[config.mk]
export PLATFORM = sky130hd
export DESIGN_NAME = receive
export DESIGN_NICKNAME = d
export VERILOG_FILES = /design/src/rtl/receive.sv
export SDC_FILE = /design/constraint.sdc
export NUM_CORES = 1
export LEC_CHECK = 0
export ABC_AREA = 1
export CORE_MARGIN = 2
export CORE_UTILIZATION = 44
export DETAILED_ROUTE_END_ITERATION = 8
export MAX_ROUTING_LAYER = met4
export PLACE_DENSITY = 0.69
export SYNTH_ARGS = -nofsm -noshare
export SYNTH_HDL_FRONTEND = slang
export SYNTH_SLANG_ARGS = --single-unit
[constraint.sdc]
create_clock -name clk -period 1.9 [get_ports clk]
set_input_delay 0.285 -clock clk [delete_from_list [all_inputs] [get_ports clk]]
set_output_delay 0.285 -clock clk [all_outputs]
set_load 0.02 [all_outputs]
[src/rtl/receive.sv]
// 8N1 UART receiver: 16x oversampled, mid-bit sampling, byte holding register with rda/framing/overrun status.
// Define RECEIVE_MAJORITY_EN to take each bit as a 3-sample majority vote (samples 6, 7, 8) instead of the single sample 8.
module receive (
  input  logic       clk,
  input  logic       rst,
  input  logic       rxd,
  input  logic       rx_baud,
  input  logic       rx_read_en,
  output logic [7:0] rx_data,
  output logic       rda,
  output logic       framing_err,
  output logic       overrun_err
);

  localparam logic [1:0] S_IDLE  = 2'd0;
  localparam logic [1:0] S_START = 2'd1;
  localparam logic [1:0] S_DATA  = 2'd2;
  localparam logic [1:0] S_STOP  = 2'd3;

  logic       r_sync1;
  logic       r_sync2;
  logic [1:0] r_state;
  logic [3:0] r_scnt;
  logic [3:0] r_fcnt;
  logic       r_armed;
  logic [7:0] r_shift;
  logic [7:0] r_rx_data;
  logic       r_rda;
  logic       r_framing_err;
  logic       r_overrun_err;

  logic w_rxd_s;
  logic w_tick;
  logic w_decide;
  logic w_bit;
  logic w_done;
  logic w_start_edge;

  assign w_rxd_s      = r_sync2;
  assign w_tick       = rx_baud && (r_state != S_IDLE);
  assign w_decide     = w_tick && (r_scnt == 4'd8);
  assign w_done       = w_decide && (r_state == S_STOP);
  assign w_start_edge = (r_state == S_IDLE) && r_armed && !w_rxd_s;

  always_ff @(posedge clk) begin
    if (rst) begin
      r_sync1 <= 1'b1;
      r_sync2 <= 1'b1;
    end else begin
      r_sync1 <= rxd;
      r_sync2 <= r_sync1;
    end
  end

`ifdef RECEIVE_MAJORITY_EN
  logic r_h6;
  logic r_h7;

  always_ff @(posedge clk) begin
    if (rst) begin
      r_h6 <= 1'b1;
      r_h7 <= 1'b1;
    end else if (w_tick) begin
      if (r_scnt == 4'd6) r_h6 <= w_rxd_s;
      if (r_scnt == 4'd7) r_h7 <= w_rxd_s;
    end
  end

  // The third vote is the live sample on the decision tick itself.
  assign w_bit = (r_h6 & r_h7) | (r_h6 & w_rxd_s) | (r_h7 & w_rxd_s);
`else
  assign w_bit = w_rxd_s;
`endif

  always_ff @(posedge clk) begin
    if (rst) begin
      r_scnt <= 4'd0;
      r_fcnt <= 4'd0;
    end else if (w_start_edge) begin
      r_scnt <= 4'd0;
      r_fcnt <= 4'd0;
    end else if (w_tick) begin
      r_scnt <= r_scnt + 4'd1;
      if (r_scnt == 4'd15) r_fcnt <= r_fcnt + 4'd1;
    end
  end

  always_ff @(posedge clk) begin
    if (rst) begin
      r_state <= S_IDLE;
      r_armed <= 1'b0;
      r_shift <= 8'h00;
    end else begin
      case (r_state)
        S_IDLE: begin
          // A falling edge only counts once the line has been seen idle high.
          if (w_rxd_s) begin
            r_armed <= 1'b1;
          end else if (r_armed) begin
            r_armed <= 1'b0;
            r_state <= S_START;
          end
        end
        S_START: begin
          if (w_decide) r_state <= w_bit ? S_IDLE : S_DATA;
        end
        S_DATA: begin
          if (w_decide) begin
            r_shift <= {w_bit, r_shift[7:1]};
            if (r_fcnt == 4'd8) r_state <= S_STOP;
          end
        end
        default: begin
          if (w_decide) r_state <= S_IDLE;
        end
      endcase
    end
  end

  always_ff @(posedge clk) begin
    if (rst) begin
      r_rx_data     <= 8'h00;
      r_rda         <= 1'b0;
      r_framing_err <= 1'b0;
      r_overrun_err <= 1'b0;
    end else if (w_done) begin
      // A read landing on the completion cycle consumes the old byte, so no overrun.
      r_rx_data     <= r_shift;
      r_rda         <= 1'b1;
      r_framing_err <= ~w_bit;
      r_overrun_err <= r_rda & ~rx_read_en;
    end else if (rx_read_en && r_rda) begin
      r_rda         <= 1'b0;
      r_framing_err <= 1'b0;
      r_overrun_err <= 1'b0;
    end
  end

  assign rx_data     = r_rx_data;
  assign rda         = r_rda;
  assign framing_err = r_framing_err;
  assign overrun_err = r_overrun_err;

endmodule
# Yosys cells after proc, flatten, opt, wreduce, memory -nomap -nowiden
# Index checks and enable logic that the tools add are counted.
# totals
regBits	32
output_inout_bits	11
# op_classes
addsub	2
eq_ne	11
mux	13
n_bitwise	3
reduce_logical	15
# op_table
cell	n
2-bit two-way mux	7
4-bit == test (second input constant)	3
2-bit != test (second input constant)	5
4-bit by 1-bit adder with 4-bit output (second input constant)	2
1-bit logical AND	6
2-bit one-hot mux with 3 select lines	1
6-bit AND reduction	1
2-bit nonzero test	3
1-bit two-way mux	5
2-bit == test (second input constant)	2
2-bit AND reduction	2
2-bit by 1-bit == test with 1-bit output (second input constant)	1
2-bit zero test	1
1-bit inverter	2
2-bit OR reduction	1
1-bit AND	1
1-bit zero test	1

# Depth between registers and ports, before layout
# logic_depth
word_depth	5
ltp_mapped	9
ltp_nobuf	9

# Worst setup path after synthesis
# OpenSTA, ideal clock, no wires.
# synth_timing
kind	flip-flop to flip-flop
startpoint	register r_scnt[0]
endpoint	register r_overrun_err, in the netlist overrun_err
arrival_ns	1.247
required_time_ns	1.830
path_slack_ns	0.583
stages_incl_launch_ff	8
period_less_slack_ns	1.317
cell_sequence	dfxtp_1 > inv_1 > ha_1 > nand3_1 > nor2_8 > buf_6 > nand3_1 > a21oi_1
# synth_between
elab_chain_cells	4
word_cells_on_any_way	5
cone_classes	eq/ne: 1; mux: 1; reduce/logical: 3
# synth_rtl
item	line	source
start: declaration	23	logic [3:0] r_scnt;
start signal: assignment	83	r_scnt <= r_scnt + 4'd1;
4-bit == test (*)	41	assign w_decide = w_tick && (r_scnt == 4'd8);
1-bit logical AND (*)	41	
1-bit logical AND (*)	42	assign w_done = w_decide && (r_state == S_STOP);
1-bit two-way mux or 2-bit nonzero test (tied branches)	n/a	
end signal: assignment	131	r_overrun_err <= r_rda & ~rx_read_en;
end: declaration	30	logic r_overrun_err;
# Mark *: on every way between the ends. The rest lies on a longest branch, timed or not.
# A chain may end at the register's enable or synchronous reset.

# Final worst setup path
# layout_timing
startpoint	register r_rda, in the netlist rda
endpoint	output port rda
# layout_lines
item	line	source
start: declaration	28	logic r_rda;
start signal: assignment	123	r_rda <= 1'b0;
start signal: assignment	129	r_rda <= 1'b1;
start signal: assignment	133	r_rda <= 1'b0;
end: declaration	10	output logic rda,
# No word-level cell between the ends.

==> metrics <==
outcome=finished clean; Worst path max stage delay=0.61 ns; vias in the first global route=1061; Routability Congestion=0.808; CTS Hold Buffers Added=0; skew final=0.0101 ns; Clk Latency, worst-skew pair=0.33 ns; Initial Util=0.457; max-cap viol count=0; # clock sinks=32; critical path endpoint=rda; Synth Area in XOR/XNOR=0.00632; Fmax=0.632 GHz; I/O Pins=16; routed wire length=2780 um; Setup TNS=0 ns; Design Area, Final=1620 sq um; commonest non-fill, non-tap cell in the layout=nand2_1; Adder-Cell Fraction of Synth Area=0.0361; Final min period=1.58 ns; CP max FO=3; CTS tree=built; die area=3610 sq um; nets@finish=209; DRT iter0 DRCs=47; wire per inst=11.4 um; GR Util met2=0.267; unique cell type count in the Yosys netlist=26; worst vdd ir=505 uV; multiplexer share of the synthesized area=0; Final Core Density=0.536; worst path bufs/invs=1; Die Span Y=60.1 um; core area=3030 sq um; critical-path cell with the highest stage delay=clkdlybuf4s50_1; Detail Placement HPWL=1990 um; met1 Use GR=0.188; CP Capture Type=primary output; syn nets=190; Overall Power=1.37 mW; Avg Cell Area, Syn=7.65 sq um; Slew Limit Fails=0; largest net degree at the start of global routing=20; routed vias/inst=4.98; flops & latches, synth=32; Top delay family on crit path=buffers and inverters; reg2reg end=r_shift[0]; GRT busiest layer=met2; Final Hold Viols=0; Via Count=1214; largest family of logic cells by synthesized area=simple AND/OR/NAND/NOR gates; DRC Markers=0; global-route wire length before repair=4330 um; Rel. slew slack=0.751; Hold Path Class=flop to flop; WP depth=1; post-synthesis compound-gate area fraction=0.131; Routed Antenna Nets=0; Worst Path Required=1.62 ns; Area after DPL=1580 sq um; RSZ-0062 raised after global routing=no; Pwr per Cell Area=846 nW/um^2; Longest Clk Path Bufs=2; worst-margin pin slew=0.374 ns; simple-gate portion of the synthesized area=0.284; crit start category=flop; Post-Syn Instances=181; synth warn=0; H-tree Lvls=2; Rows=20; setup bufs post-CTS=0; clock slew at reported path FFs=0.10 ns; critical path, cell by cell=clkdlybuf4s50_1; post-cts sizing count=0; dpl cells=237; Fin Hold WS=0.423 ns; Crit. Startpoint=rda; fin crit share=0.833; CTS Root Cell=clkbuf_4; final cell count without fillers=244; mapped cell area=1390 sq um; Leakage=0.600 nW; Final WS setup=0.318 ns; DP Worst Slack=0.304 ns; area grow syn2layout=17.2%; diodes inserted=0; die width=60.1 um; ratio of cells with drive above 1 in the final layout=0.110; register area share after synthesis=0.463; global route total overflow=0; # port buffers=15; critical path class=flop to primary output; initial antenna violation count=0; commonest cells after routing, fill and taps aside=nand2_1, dfxtp_1, nand3_1; reg2reg setup slack=0.35 ns; worst reg-to-reg path cell count=7; router iterations before antenna repair=4; # setup viols final=0; crit path DAT=1.30 ns; FF-to-FF Start=r_scnt[0]; total of fill cells in the finished design=284; total CTS buffers=5; grt met3 use=0.0455; total track usage=0.166
==> flip-flops by register name (all words and copies together) (netlist names) <==
signal / count
r_shift: 8
rx_data: 8
r_fcnt: 4
r_scnt: 4
r_state: 2
framing_err: 1
overrun_err: 1
r_armed: 1
r_sync1: 1
r_sync2: 1
rda: 1
==> Yosys cell counts <==
master    number  area [sq um]
a211oi_1       2          15.0
a21oi_1       27           135
buf_2          2          10.0
buf_4          1          7.51
buf_6          1          11.3
clkbuf_1       2          7.51
clkinv_1       1          3.75
dfxtp_1       32           641
ha_1           4          50.1
inv_1         14          52.6
inv_2          5          18.8
nand2_1       37           139
nand2_2        2          12.5
nand3_1       29           145
nand3b_1       1          7.51
nor2_1         9          33.8
nor2_2         1          6.26
nor2_4         1          11.3
nor2_8         1          20.0
nor3_1         1          5.00
o21ai_0        2          10.0
o21ai_1        1          5.00
o21ai_2        1          8.76
o21bai_1       1          7.51
or2_2          2          12.5
xor2_1         1          8.76
==> worst min-delay path by stage <==
stage / cells after the start / startpoint / endpoint / slack (ns)
2_1_floorplan: 1 / rxd / r_sync1 / 0.39
3_3_place_gp: 1 / r_sync1 / r_sync2 / 0.40
3_5_place_dp: 1 / r_sync1 / r_sync2 / 0.40
4_1_cts: 1 / r_sync1 / r_sync2 / 0.43
5_1_grt: 1 / r_sync1 / r_sync2 / 0.44
6_report: 1 / r_sync1 / r_sync2 / 0.42
==> metal layers <==
layer  wire length [um]  part of all wire
met5                  0                 0
met4                 48             0.017
met3                 82             0.029
met2               1390              0.50
met1               1260              0.45
==> area by class of cell <==
cell class | count | area [sq um] | area share
sequential | 32 | 641 | 0.395
multi-input combinational | 123 | 633 | 0.390
timing repair buffer | 18 | 173 | 0.106
inverter | 20 | 75.1 | 0.0463
tap | 44 | 55.1 | 0.0339
clock buffer | 6 | 41.3 | 0.0254
clock inverter | 1 | 5.00 | 0.00308
==> power breakdown <==
part / switching [mW] / internal, mW / leakage, nW / total, mW
logic: 0.182 / 0.0929 / 0.313 / 0.274
clock network: 0.220 / 0.136 / 0.0281 / 0.356
registers: 0.0382 / 0.703 / 0.259 / 0.741
==> cells by family (layout without fill, tap and decap cells) <==
logic type      after synthesis  after routing
simple gates                 84             84
xor+xnor                      1              1
buf+inv                      26             45
compound gates               34             34
fa+ha+maj                     4              4
flops                        32             32
(Power assumes the default switching activity.)
